<file path="config.mk">
export PLATFORM = sky130hd
export DESIGN_NAME = alu_writeback
export DESIGN_NICKNAME = d
export VERILOG_FILES = /design/src/rtl/alu_pkg.sv /design/src/rtl/alu_cond_check.sv /design/src/rtl/alu_writeback.sv
export SDC_FILE = /design/constraint.sdc
export NUM_CORES = 1
export LEC_CHECK = 0
export ABC_AREA = 1
export BUFFER_PORTS_ARGS = -buffer_cell sky130_fd_sc_hd__buf_2
export CAP_MARGIN = 15
export CORE_ASPECT_RATIO = 0.8
export CORE_UTILIZATION = 55
export DETAILED_ROUTE_END_ITERATION = 8
export PLACE_DENSITY = 0.83
export SLEW_MARGIN = 20
export SYNTH_ARGS = -nofsm -noshare
export SYNTH_HDL_FRONTEND = slang
export SYNTH_SLANG_ARGS = --single-unit
export TNS_END_PERCENT = 1
</file>
<file path="constraint.sdc">
create_clock -name clk -period 1.75 [get_ports clk]
set_input_delay 0.2625 -clock clk [delete_from_list [all_inputs] [get_ports clk]]
set_output_delay 0.2625 -clock clk [all_outputs]
set_load 0.02 [all_outputs]
</file>
<file path="src/rtl/alu_pkg.sv">
// Shared types and constants for the ALU execute/writeback slice:
// condition-code encoding, NZCV flag bit positions and default widths.
package alu_pkg;

    localparam int DATA_W = 4;
    localparam int CNT_W  = 8;

    localparam int FLAG_N = 0;
    localparam int FLAG_Z = 1;
    localparam int FLAG_C = 2;
    localparam int FLAG_V = 3;

    typedef enum logic [1:0] {
        COND_AL = 2'b00,
        COND_EQ = 2'b01,
        COND_NE = 2'b10,
        COND_MI = 2'b11
    } cond_e;

endpackage

</file>
<file path="src/rtl/alu_cond_check.sv">
// Combinational condition-code evaluator: decides whether an op guarded by
// cond may commit given the current NZCV flags.
module alu_cond_check
    import alu_pkg::*;
(
    input  cond_e      cond,
    input  logic [3:0] flags,
    output logic       pass
);

    always_comb begin
        pass = 1'b0;
        unique case (cond)
            COND_AL: pass = 1'b1;
            COND_EQ: pass = flags[FLAG_Z];
            COND_NE: pass = ~flags[FLAG_Z];
            COND_MI: pass = flags[FLAG_N];
            default: pass = 1'b0;
        endcase
    end

endmodule

</file>
<file path="src/rtl/alu_writeback.sv">
// Execute/writeback stage around the 4-bit ALU: operand register file,
// one-deep pending slot, condition-gated commit of result and flags.
// Optional macro FORWARD_EN: pending result bypassed to reads, in_ready tied high.
module alu_writeback #(
    parameter int DATA_W = alu_pkg::DATA_W,
    parameter int NREGS  = 4,
    parameter int CNT_W  = alu_pkg::CNT_W
) (
    input  logic                     clk,
    input  logic                     rst_n,
    input  logic [$clog2(NREGS)-1:0] rd_addr_a,
    input  logic [$clog2(NREGS)-1:0] rd_addr_b,
    output logic [DATA_W-1:0]        rd_data_a,
    output logic [DATA_W-1:0]        rd_data_b,
    input  logic                     in_valid,
    output logic                     in_ready,
    input  logic [DATA_W:0]          Risultato,
    input  logic [3:0]               ALUflags,
    input  logic [$clog2(NREGS)-1:0] dest_reg,
    input  logic [1:0]               cond,
    input  logic                     set_flags,
    output logic [3:0]               flags_q,
    output logic                     commit_valid,
    output logic [CNT_W-1:0]         op_count
);

    import alu_pkg::*;

    localparam int AW = $clog2(NREGS);

    logic [DATA_W-1:0] regs_q [NREGS];
    logic              pend_v_q, pend_v_d;
    logic [DATA_W-1:0] pend_res_q;
    logic [3:0]        pend_flags_q;
    logic [AW-1:0]     pend_dest_q;
    cond_e             pend_cond_q;
    logic              pend_set_q;
    logic [CNT_W-1:0]  cnt_q, cnt_d;
    logic              accept;
    logic              pass;
    logic              commit;

    // The carry-out only reaches architectural state through the C flag.
    logic unused_carry;
    assign unused_carry = Risultato[DATA_W];

    alu_cond_check u_cond (
        .cond  (pend_cond_q),
        .flags (flags_q),
        .pass  (pass)
    );

    assign accept   = in_valid & in_ready;
    assign commit   = pend_v_q & pass;
    assign pend_v_d = accept;
    assign cnt_d    = cnt_q + CNT_W'(1);

    always_ff @(posedge clk or negedge rst_n) begin
        if (!rst_n) begin
            for (int i = 0; i < NREGS; i++) regs_q[i] <= '0;
            flags_q      <= '0;
            cnt_q        <= '0;
            pend_v_q     <= 1'b0;
            pend_res_q   <= '0;
            pend_flags_q <= '0;
            pend_dest_q  <= '0;
            pend_cond_q  <= COND_AL;
            pend_set_q   <= 1'b0;
        end else begin
            if (commit) begin
                regs_q[pend_dest_q] <= pend_res_q;
                if (pend_set_q) flags_q <= pend_flags_q;
                cnt_q <= cnt_d;
            end
            pend_v_q <= pend_v_d;
            if (accept) begin
                pend_res_q   <= Risultato[DATA_W-1:0];
                pend_flags_q <= ALUflags;
                pend_dest_q  <= dest_reg;
                pend_cond_q  <= cond_e'(cond);
                pend_set_q   <= set_flags;
            end
        end
    end

    assign commit_valid = commit;
    assign op_count     = cnt_q;

`ifdef FORWARD_EN
    assign in_ready = 1'b1;

    // Only a pending op that is about to commit may be bypassed.
    always_comb begin
        rd_data_a = regs_q[rd_addr_a];
        rd_data_b = regs_q[rd_addr_b];
        if (commit && (rd_addr_a == pend_dest_q)) rd_data_a = pend_res_q;
        if (commit && (rd_addr_b == pend_dest_q)) rd_data_b = pend_res_q;
    end
`else
    assign in_ready  = ~pend_v_q;
    assign rd_data_a = regs_q[rd_addr_a];
    assign rd_data_b = regs_q[rd_addr_b];
`endif

endmodule
</file>
==> impl_metrics.json <==
{
  "status": "completed",
  "place.gp.congestion": 0.8975,
  "path_cells": "inv_1, nand2_1, nand3_2, nand2_1, inv_2, buf_2",
  "n_antenna_cell": 0,
  "cp.arrival_ps": 1260,
  "dieArea_sq_um": 3981,
  "cts_hold_buf": 0,
  "r2r_start": "flags_q[1]$_DFFE_PN0P_",
  "yosysWarnings": 0,
  "p_int_uw": 1995,
  "fin_tns_setup_ps": 0,
  "yosysMostFrequentCell": "nand2_1",
  "grt_max_degree": 43,
  "min_period_ps": 1525,
  "core_area_sq_um": 3495,
  "cts_sinks": 42,
  "relSlewSlack_pct": 65.59,
  "hpwl_um": 3105,
  "syn_to_final_growth_pct": 15.30,
  "htreeDepth": 2,
  "hold_viol": 0,
  "setup.worst_path.start_class": "register",
  "die_w_um": 70.29,
  "drtPass1Iterations": 4,
  "vias": 1924,
  "crit_type": "reg2out",
  "post-route-period-util_pct": 87.14,
  "netlist_area_sq_um": 2052,
  "ctsResizeCount": 0,
  "cts-root-buf": "clkbuf_8",
  "netlist_instances": 261,
  "setup_viol": 0,
  "leakagePower_uw": 0.001281,
  "r2r_setup_slack_ps": 380,
  "path_clk_slew_ps": 70,
  "p_switching_uw": 1352,
  "grt_pass1_wl_um": 7307,
  "routed_wl_um": 4426,
  "crit_path_top_delay_cell": "dfrtp_1",
  "rows": 19,
  "viasPerCell": 5.545,
  "post_drt_wl_per_cell_um": 12.76,
  "ys.flop_type": "dfrtp_1",
  "maxSlewViolCount": 0,
  "rr_endpoint": "regs_q[4]$_DFFE_PN0P_",
  "async_reset_ff_share_pct": 100.0,
  "pwr-share-seq_pct": 47.5,
  "crit_path_end_kind": "output pin",
  "ir_worst_vdd_v": 0.0008942,
  "synth_top_area_share_pct": 51.22,
  "clk_latency_ps": 300,
  "worst_hold_slack_ps": 20.50,
  "swShare_pct": 40.40,
  "p_total_uw": 3347,
  "synth_edf_count": 0,
  "finalNetCount": 326,
  "yosys.area.top_type": "dfrtp_1",
  "drt_iter0_drc": 204,
  "grt_pass1_vias": 1665,
  "synth_fp_nets": 283,
  "combinationalPowerShare_pct": 33.3,
  "synth_cell_type_count": 17,
  "fmax_mhz": 655.8,
  "clockBufferDepth": 2,
  "post-cts-setup-buffers": 0,
  "max_stage_delay_ps": 410,
  "hold_class": "in2async",
  "drv_cap": 0,
  "worstPathRequired_ps": 1490,
  "clkPwrFrac_pct": 19.3,
  "track_usage_pct": 23.89,
  "synth_common_cells": "102 x nand2_1, 42 x dfrtp_1, 23 x nor2_1, 22 x nand4_1, 21 x o21ai_0",
  "antenna_found_initial": 0,
  "synthTopCellsByArea": "dfrtp_1 51%, nand2_1 19%, nand4_1 6.7%",
  "drc": 0,
  "r2r_cells": 7,
  "die_h_um": 56.63,
  "portBuffers": 41,
  "multi_input_area_sq_um": 872.1,
  "cpMostUsedCell": "nand2_1",
  "fillers": 316,
  "seqCellArea_sq_um": 1051,
  "ios": 43,
  "path_max_fanout": 6,
  "rsz0062_at_grt": "no",
  "ys_ff_latch": 42,
  "p_per_area_nw_per_um2": 1415,
  "ant_nets": 0,
  "start_util_pct": 58.72,
  "drive_above_1_share_pct": 18.69,
  "gr-total-overflow": 0,
  "cts_tree": "yes",
  "syn_avg_cell_area_sq_um": 7.862,
  "cts_made_buffers": 5,
  "finClkSkew_ps": 4.481,
  "seq_area_frac_synth_pct": 51.22,
  "tightestPinTransition_ps": 516.2
}
worst max-delay path by stage:
| stage | start | end | cells past startpoint |
|---|---|---|---|
| final | flags_q[1]$_DFFE_PN0P_ | commit_valid | 6 |
| after CTS | flags_q[1]$_DFFE_PN0P_ | commit_valid | 6 |
| after global placement | flags_q[1]$_DFFE_PN0P_ | flags_q[2]$_DFFE_PN0P_ | 7 |
| after floorplan | op_count[1]$_DFFE_PN0P_ | op_count[6]$_DFFE_PN0P_ | 6 |
| after global routing | pend_cond_q[1]$_DFFE_PN0P_ | commit_valid | 6 |
| after detailed placement | flags_q[1]$_DFFE_PN0P_ | regs_q[4]$_DFFE_PN0P_ | 7 |
metrics by stage:
step | setup slack [ps] | utilization [%] | cells | instance area [sq um]
floorplan | 507.8 | - | 261 | 2052
global placement | 463.3 | 65.09 | 339 | 2275
detailed placement | 417.4 | 65.09 | 339 | 2275
CTS | 213.0 | 67.71 | 347 | 2366
global route | 107.5 | 67.71 | 347 | 2366
finish | 225.1 | 67.71 | 347 | 2366
layer usage:
| metal | vias up | routed length, um | global-route usage (%) |
|---|---|---|---|
| li1 | 945 | - | - |
| met1 | 899 | 2099 | 33.53 |
| met2 | 67 | 1955 | 35.51 |
| met3 | 13 | 275 | 4.847 |
| met4 | 0 | 95 | 11.71 |
| met5 | - | 0 | 0 |
kinds of logic (layout without fill, tap and decap cells):
kind of cell,count (synthesis),in the layout,synth area share (%)
and+or+nand+nor,160,160,33.05
adders and majority gates,1,1,0.6097
DFF,42,42,51.22
xor gates and xnor gates,3,3,1.281
AOI/OAI and AO/OA,29,29,7.561
buffers and inverters,26,70,6.280
registers in the layout, summed over array words and instances, names as in the netlist:
signal,flops
pend_set_q,1
regs_q,16
pend_v_q,1
pend_cond_q,2
flags_q,4
op_count,8
pend_dest_q,2
pend_flags_q,4
pend_res_q,4
placed cells by master, fill, tap and decap left out, drive strengths merged:
cell type | Yosys | routed
buf | 8 | 45
clkbuf | 1 | 7
clkinv | 0 | 1
dfrtp | 42 | 42
ha | 1 | 1
inv | 17 | 17
nand2 | 103 | 103
nand3 | 12 | 12
nand4 | 22 | 22
nor2 | 23 | 23
o21ai | 21 | 21
o22ai | 8 | 8
xnor2 | 3 | 3
power by group through the flow:
stage	clock (uW)	sequential, uW	combinational (uW)
final	645	1590	1110
after global routing	686	1630	1240
after CTS	650	1580	1120
after detailed placement	0	1590	1110
after global placement	0	1590	1070
after floorplan	0	1620	737
critical path, delay by kind of cell, from the launching register on:
family        cells  cell delay, ps
simple gates      3             210
buf+inv           3             350
flops             1             410
cell type report:
type,instances,area share (%)
flip-flops and latches,42,44.42
multi-input cells,193,36.86
repair buffers,45,9.942
clock buffers,7,3.649
inverters,17,2.697
well taps,42,2.221
clock inverters,1,0.2115
Power figures use the tool's default switching activity.
